### config.mk
export PLATFORM = sky130hd
export DESIGN_NAME = seg_scan_arbiter
export DESIGN_NICKNAME = d
export VERILOG_FILES = /design/src/rtl/seg_scan_arbiter.sv
export SDC_FILE = /design/constraint.sdc
export NUM_CORES = 1
export LEC_CHECK = 0
export BUFFER_PORTS_ARGS = -buffer_cell sky130_fd_sc_hd__buf_4
export CAP_MARGIN = 40
export CORE_ASPECT_RATIO = 1.1
export CORE_MARGIN = 4
export CORE_UTILIZATION = 35
export DETAILED_ROUTE_END_ITERATION = 8
export SKIP_CTS_REPAIR_TIMING = 1
export SLEW_MARGIN = 20
export SYNTH_ARGS = -nofsm -noshare
export SYNTH_HDL_FRONTEND = slang
export SYNTH_SLANG_ARGS = --single-unit
### constraint.sdc
create_clock -name my_clk -period 4.7 [get_ports my_clk]
set_clock_uncertainty 0.1 [all_clocks]
set_input_delay 0.705 -clock my_clk [delete_from_list [all_inputs] [get_ports my_clk]]
set_output_delay 0.705 -clock my_clk [all_outputs]
set_load 0.03 [all_outputs]
### src/rtl/seg_scan_arbiter.sv
// seg_scan_arbiter: blanked 4-digit 7-segment scan shared by two requesters
// Ownership and the displayed snapshot change only at frame boundaries.
module seg_scan_arbiter #(
    parameter int BLANK_CYC   = 2,
    parameter int ON_CYC      = 30,
    parameter int HOLD_FRAMES = 4
) (
    input  logic        my_clk,
    input  logic        my_reset,
    input  logic        req0,
    input  logic [15:0] data0,
    input  logic        req1,
    input  logic [15:0] data1,
    output logic        gnt0,
    output logic        gnt1,
    output logic [3:0]  DIGIT,
    output logic [0:6]  DISPLAY,
    output logic        frame_done
);
    typedef enum logic [1:0] {IDLE, OWN0, OWN1} state_t;
    state_t      state;
    logic [1:0]  dig, n_dig;
    logic        drv, n_drv, last_cyc, boundary, last_served, blank, hold_ok, pick0, pick1;
    logic [31:0] cnt, held, held_n;
    logic [15:0] snap;
    logic [3:0]  nib;

    function automatic logic [0:6] seg(input logic [3:0] n);
        case (n)
            4'd0:    seg = 7'b0000001;
            4'd1:    seg = 7'b1001111;
            4'd2:    seg = 7'b0010010;
            4'd3:    seg = 7'b0000110;
            4'd4:    seg = 7'b1001100;
            4'd5:    seg = 7'b0100100;
            4'd6:    seg = 7'b0100000;
            4'd7:    seg = 7'b0001111;
            4'd8:    seg = 7'b0000000;
            4'd9:    seg = 7'b0000100;
            default: seg = 7'b1111110;
        endcase
    endfunction

    // held_n already includes the frame that completes at this boundary
    always_comb begin
        last_cyc = cnt == (drv ? 32'(ON_CYC - 1) : 32'(BLANK_CYC - 1));
        boundary = last_cyc && drv && dig == 2'd3;
        n_drv    = last_cyc ? !drv : drv;
        n_dig    = last_cyc && drv ? dig + 2'd1 : dig;
        nib      = snap[{n_dig, 2'b00} +: 4];
        held_n   = held >= 32'(HOLD_FRAMES) ? held : held + 32'd1;
        hold_ok  = held_n >= 32'(HOLD_FRAMES);
        pick0    = state == OWN0 ? req0 && !(req1 && hold_ok) :
                   state == OWN1 ? req0 && (!req1 || hold_ok) :
                                   req0 && (!req1 || last_served);
        pick1    = req1 && !pick0;
    end

    // DISPLAY can use the current snap: a boundary edge never enters DRIVE
    always_ff @(posedge my_clk or posedge my_reset) begin
        if (my_reset) begin
            cnt         <= '0;
            drv         <= 1'b0;
            dig         <= 2'd0;
            state       <= IDLE;
            held        <= '0;
            last_served <= 1'b1;
            snap        <= '0;
            blank       <= 1'b1;
            gnt0        <= 1'b0;
            gnt1        <= 1'b0;
            DIGIT       <= 4'hf;
            DISPLAY     <= 7'h7f;
            frame_done  <= 1'b0;
        end else begin
            cnt        <= last_cyc ? '0 : cnt + 32'd1;
            drv        <= n_drv;
            dig        <= n_dig;
            frame_done <= boundary;
            DIGIT      <= n_drv ? ~(4'b0001 << n_dig) : 4'hf;
            DISPLAY    <= n_drv && !blank ? seg(nib) : 7'h7f;
            if (boundary) begin
                state       <= pick0 ? OWN0 : pick1 ? OWN1 : IDLE;
                held        <= (pick0 && state == OWN0) || (pick1 && state == OWN1) ? held_n : '0;
                last_served <= pick0 ? 1'b0 : pick1 ? 1'b1 : last_served;
                gnt0        <= pick0;
                gnt1        <= pick1;
                blank       <= !(pick0 || pick1);
                if (pick0 || pick1) snap <= pick0 ? data0 : data1;
            end
        end
    end
endmodule

=== Yosys cells after proc, flatten, opt, wreduce, memory -nomap -nowiden ===
Memory sizes are Yosys's and may differ from the RTL's.
Cells that the tools add are included.

* Flip-flop bits (word level): 101
* Bits in latches: 0
* Output and inout port bits: 14
* ROM bits: 112
* Bits of input ports: 36
* Memories: 1
* Word-level logic and storage cells: 64
* Memory bits (writable): 0

{| class="wikitable"
|+ Memories
! memory !! depth !! bits a word !! read ports !! clocked after memory_dff !! wr ports !! line !! text
|-
| (no name shown) || 16 || 7 || 1 || 0 || 0 || 29 || <nowiki>case (n)</nowiki>
|}

* Div/mod/pow operators: 0
* Muxes and demuxes: 15
* Order comparisons: 2
* Add/subtract/negate cells: 3
* Equal/unequal tests: 4
* Shifts and indexed selects: 2
* Multipliers: 0
* Reductions and logical operators: 23
* Bitwise operators: 1

{| class="wikitable"
|+ Operators with widths
! operator !! number
|-
| $mux W32 || 3
|-
| $add A32 B1 Y32 const B || 2
|-
| $ge A32 B3 Y1 const B || 2
|-
| $eq A32 B5 Y1 || 1
|-
| $mux W16 || 1
|-
| $shiftx A16 B5 Y4 || 1
|-
| $logic_and A1 B1 Y1 || 10
|-
| $mux W7 || 1
|-
| $logic_not A1 Y1 || 6
|-
| $mux W2 || 3
|-
| $mux W1 || 5
|-
| $mux W5 || 1
|-
| $eq A2 B2 Y1 const B || 2
|-
| $logic_or A1 B1 Y1 || 4
|-
| $mux W4 || 1
|-
| $not A4 Y4 || 1
|-
| $reduce_and A2 Y1 || 2
|-
| $shl A1 B2 Y4 const A || 1
|-
| $add A2 B1 Y2 const B || 1
|-
| $eq A2 B1 Y1 const B || 1
|-
| $reduce_bool A2 Y1 || 1
|}

=== Longest topological paths before layout ===
* Depth after elaboration: 12
* Mapped depth: 14
* Gate-level depth less buffers: 14

=== Least setup slack after synthesis ===
OpenSTA, ideal clock, no wires.

* Path type: reg2reg
* From: reg cnt[2]
* To: reg DISPLAY[3] in the netlist's numbering
* Cell stages (with the launch flop): 13
* Slack: 1.002 ns
* Arrival time: 3.503 ns
* Library setup time: 0.096 ns
* Path buffers: 1
* Required time: 4.504 ns
* Period minus slack after synthesis: 3.698 ns
* Path through: dfrtp_1 clkbuf_1 or4_1 a211oi_1 ha_1 mux2i_1 clkinv_1 mux4_2 inv_1 ha_1 or2_2 a21oi_1 o21ai_0

* Word-level cells in the longest chain between the ends: 6
* Elaborated cells on any way between the ends: 8
* Those cells by class: eq/ne: 1; shift: 1; mux: 3; reduce/logical: 2; memory: 1

{| class="wikitable"
|+ RTL lines
! item !! line !! text
|-
| start: declaration || 24 || <nowiki>logic [31:0] cnt, held, held_n;</nowiki>
|-
| start signal: assignment || 76 || <nowiki>cnt <= last_cyc ? '0 : cnt + 32'd1;</nowiki>
|-
| $eq A32 B5 Y1 || 46 || <nowiki>last_cyc = cnt == (drv ? 32'(ON_CYC - 1) : 32'(BLANK_CYC - 1));</nowiki>
|-
| $logic_and A1 B1 Y1 || 49 || <nowiki>n_dig = last_cyc && drv ? dig + 2'd1 : dig;</nowiki>
|-
| $mux W2 || 49 ||
|-
| named net n_dig[1] || 22 || <nowiki>logic [1:0] dig, n_dig;</nowiki>
|-
| $shiftx A16 B5 Y4 || 50 || <nowiki>nib = snap[{n_dig, 2'b00} +: 4];</nowiki>
|-
| $mem_v2 Z16 W7 || -- ||
|-
| $mux W7 || 81 || <nowiki>DISPLAY <= n_drv && !blank ? seg(nib) : 7'h7f;</nowiki>
|-
| end signal: assignment || 81 ||
|-
| end: declaration || 17 || <nowiki>output logic [0:6] DISPLAY,</nowiki>
|}

The timed path passes the listed nets, and every way through them passes these cells.
A chain may end at the register's enable or synchronous reset.

=== Worst setup path after layout ===
Same ends and word-level chain as after synthesis.

==> key figures <==
Worst setup path
  • Maximum net fanout on the critical path: 7
  • CP Launch Type: flop
  • Most used cell, CP: ha_1
  • Slowest cell on the critical path: a211oi_1
  • WS Path Type: flop to flop
  • Reg2reg start: cnt[2]
  • Cells along the critical path: or4_1 > a211oi_1 > ha_1 > mux2i_1 > clkinv_1 > mux4_2 > inv_1 > ha_1 > or2_2 > a21oi_1 > o21ai_0
  • Levels on crit path: 11
  • Required time of the critical path: 4.85 ns
  • CP max stage delay: roughly 0.70 ns
  • Reg2reg end: DISPLAY[3]
  • Reg2Reg Setup Slack: just over 0.6 ns
  • Worst R2R Path Depth: 11
  • WP buf/inv: 2
  • Crit path DAT: between 4 and 5 ns
  • Crit end category: flop
  • CP delay by family, top: compound AO/OA/AOI/OAI gates

Synth
  • Synth Area in Compound Gates: 0.137
  • Yosys cell types: 51
  • Synth Instances: 399
  • Synth Register Bits: just under 100
  • Main combinational cell family by area after synthesis: simple AND/OR/NAND/NOR gates
  • Xor and xnor area share after synthesis: 0.0643
  • EDFF count, synth: 0
  • Primary FF master, synth: dfrtp_1
  • Synth Net Count: 447
  • Async SR Flop Fraction: 1.00
  • Simple-gate area share of the yosys netlist: 0.155
  • Synth warn: 0
  • Syn Std Cell Area: about 4700 um^2
  • Post-synthesis sequential area ratio: 0.536
  • Post-Synth Adder-Cell Area: 0.0323
  • Syn avg cell area: 11.7 um^2
  • Mux share of post-synthesis cell area: 0.0328

STA
  • Final setup viols: 0
  • Worst setup margin: about 0.6 ns
  • Max Fclk: 244 MHz
  • Slew headroom: 0.471
  • RSZ-0062 raised after global routing: false
  • Max-slew violations: 0
  • Setup_tns: 0 ns
  • Final critical-path required period: 4.09 ns
  • Final worst path period share: 0.871
  • Final hold violation count: 0
  • Worst-margin pin slew: approximately 0.79 ns

Pwr
  • PwrDens: roughly 310 nW/um^2
  • Static leakage: 2.57 nW
  • Peak supply drop: between 200 and 250 uV
  • Tot Pwr: between 1.5 and 2 mW

Clock network
  • Bufs on Longest Clock Path: 2
  • H-tree Lvls: 3
  • Num Clock Sinks: slightly below 100
  • Reg clk slew, reported paths: about 0.060 ns
  • Clock latency at the later pin of the worst-skew pair: 0.34 ns
  • Root Driver: clkbuf_16
  • CTS tree: yes
  • TritonCTS Buffers: 9

Drt
  • Initial detailed-routing violation count: 120
  • Met1 WL: approximately 4.2 mm
  • Top Metal Used: met4
  • Vias/cell: between 5 and 6
  • Detailed-router iteration count before antenna repair: 4
  • DRC Markers: 0
  • Remaining antenna violation count: 0
  • Via count: about 3,100
  • WL final: around 9 mm
  • Drt wl/cell: about 15 um
  • Met2 WL: 4.28 mm
  • Routed met3 length: between 300 and 400 um

Die
  • Chip width: around 120 um
  • Row Count: 43
  • Die Ht: 129 um
  • Core area: approximately 13,000 um^2
  • DIE AREA: ~15,000 um^2
  • I/O pins: 50
  • Initial Util: 0.363

Final layout
  • Post-layout util: 0.436
  • Layout fillers: around 1,200
  • Register Area: 2490 um^2
  • Multi-input gate area in the final layout: 1980 um^2
  • Final #Nets: 500
  • Layout area overhead: 19.9%
  • Antenna Diode Count: 0
  • Ratio of cells with drive above 1 in the final layout: 0.278

Placed design
  • Post-DP HPWL: roughly 6.7 mm
  • PortBufs: between 40 and 50
  • GPL Wtd Cong: 0.806
  • Dpl ws: 0.605 ns

Job
  • Max Cap Violations: 0

Global route
  • Largest net degree at the start of global routing: 46
  • First-pass GRT wire length: between 15 and 20 mm
  • Initial antenna violation count: 0
  • Global-route usage over all layers: 0.130
  • GRT overflow: 0
  • Via count of the first global-routing pass: approximately 3,200

Min path
  • Worst hold path type: input pin to async pin

Run status
  • Status: finished, final reports clean
-- final cells by class --
class                           instances  share of cell area
Sequential cell                        99               0.447
Multi-Input combinational cell        254               0.354
Timing Repair Buffer                   57              0.0837
Clock buffer                           10              0.0428
Tap cell                              157              0.0352
Inverter                               31              0.0213
Clock inverter                          6              0.0159
-- per-layer routing --
metal	track usage	up-vias
li1	-	1515
met3	0.0453	14
met4	0.0476	0
met5	0	-
met2	0.203	39
met1	0.168	1520
-- worst max-delay path by stage --
stage	start	to	slack, ns
after global routing	cnt[1]	DISPLAY[3]	0.21
after global placement	cnt[2]	DISPLAY[3]	0.80
after CTS	cnt[2]	DISPLAY[3]	0.60
after detailed placement	cnt[2]	DISPLAY[3]	0.61
after floorplan	cnt[2]	DISPLAY[3]	1.00
final	cnt[2]	DISPLAY[3]	0.61
-- cell usage in the layout, fill, tap and decap left out, types with 3 or more instances in the layout --
cell type / n
xor2_1: 7
nor4_2: 8
o21ai_0: 7
nor2_1: 44
xnor2_1: 24
dfstp_2: 13
a21boi_0: 29
a221oi_1: 3
ha_1: 12
mux4_2: 4
inv_1: 29
nand4_1: 11
nand3_1: 15
nor4_1: 10
nor3_1: 3
nand2_1: 13
buf_4: 53
dfrtp_1: 86
and4_1: 4
mux2i_1: 4
a221oi_2: 13
a21oi_1: 10
clkbuf_16: 9
-- cells by family (layout without fill, tap and decap cells) --
| group | Yosys count | count (layout) |
|---|---|---|
| muxes | 10 | 10 |
| AOI/OAI and AO/OA | 73 | 73 |
| adders and majority gates | 12 | 12 |
| and+or+nand+nor | 127 | 127 |
| buffers and inverters | 46 | 104 |
| DFF | 99 | 99 |
| xor gates and xnor gates | 32 | 32 |
-- flip-flops by register name, indices dropped and copies added, names as in the netlist --
| signal | flops |
|---|---|
| gnt1 | 1 |
| blank | 1 |
| DIGIT | 4 |
| state | 1 |
| drv | 1 |
| frame_done | 1 |
| dig | 2 |
| held | 32 |
| snap | 16 |
| last_served | 1 |
| DISPLAY | 7 |
| cnt | 32 |
-- report_power, final --
group | internal, mW | total [mW] | switching [mW]
sequential | 0.864 | 0.869 | 0.00507
clock | 0.481 | 0.791 | 0.311
combinational | 0.0397 | 0.0890 | 0.0493
total | 1.38 | 1.75 | 0.365
-- worst reg2reg max path: cells and delay by family, from the launching register on --
kind / cells / cell delay, ns
compound gates: 3 / 0.91
simple gates: 2 / 0.82
mux: 2 / 0.70
fa+ha+maj: 2 / 0.66
flops: 1 / 0.44
buf+inv: 2 / 0.37
-- synthesized netlist by cell type, types with 4 or more instances --
master    count  area [um^2]
and4_1        4         35.0
nand3_1      15         75.1
a21boi_0     29          218
mux4_2        4         90.1
nor4_2        7         87.6
dfrtp_1      86         2150
a221oi_2     13          195
nor4_1       11         68.8
a21oi_1      10         50.1
ha_1         12          150
nand4_1      11         68.8
xnor2_1      24          210
clkbuf_1     10         37.5
xor2_1        7         61.3
o21ai_0       7         35.0
nor2_1       44          165
nand2_1      13         48.8
inv_1        30          113
mux2i_1       4         40.0
dfstp_2      13          342
-- metrics by stage --
stage,cells,area [um^2],hold slack (ns)
2_1_floorplan,399,4650,0.346
3_3_place_gp,593,5170,0.370
3_5_place_dp,598,5250,0.374
4_1_cts,614,5570,0.251
5_1_grt,614,5580,0.269
6_report,614,5580,0.251
Power figures use the tool's default switching activity.
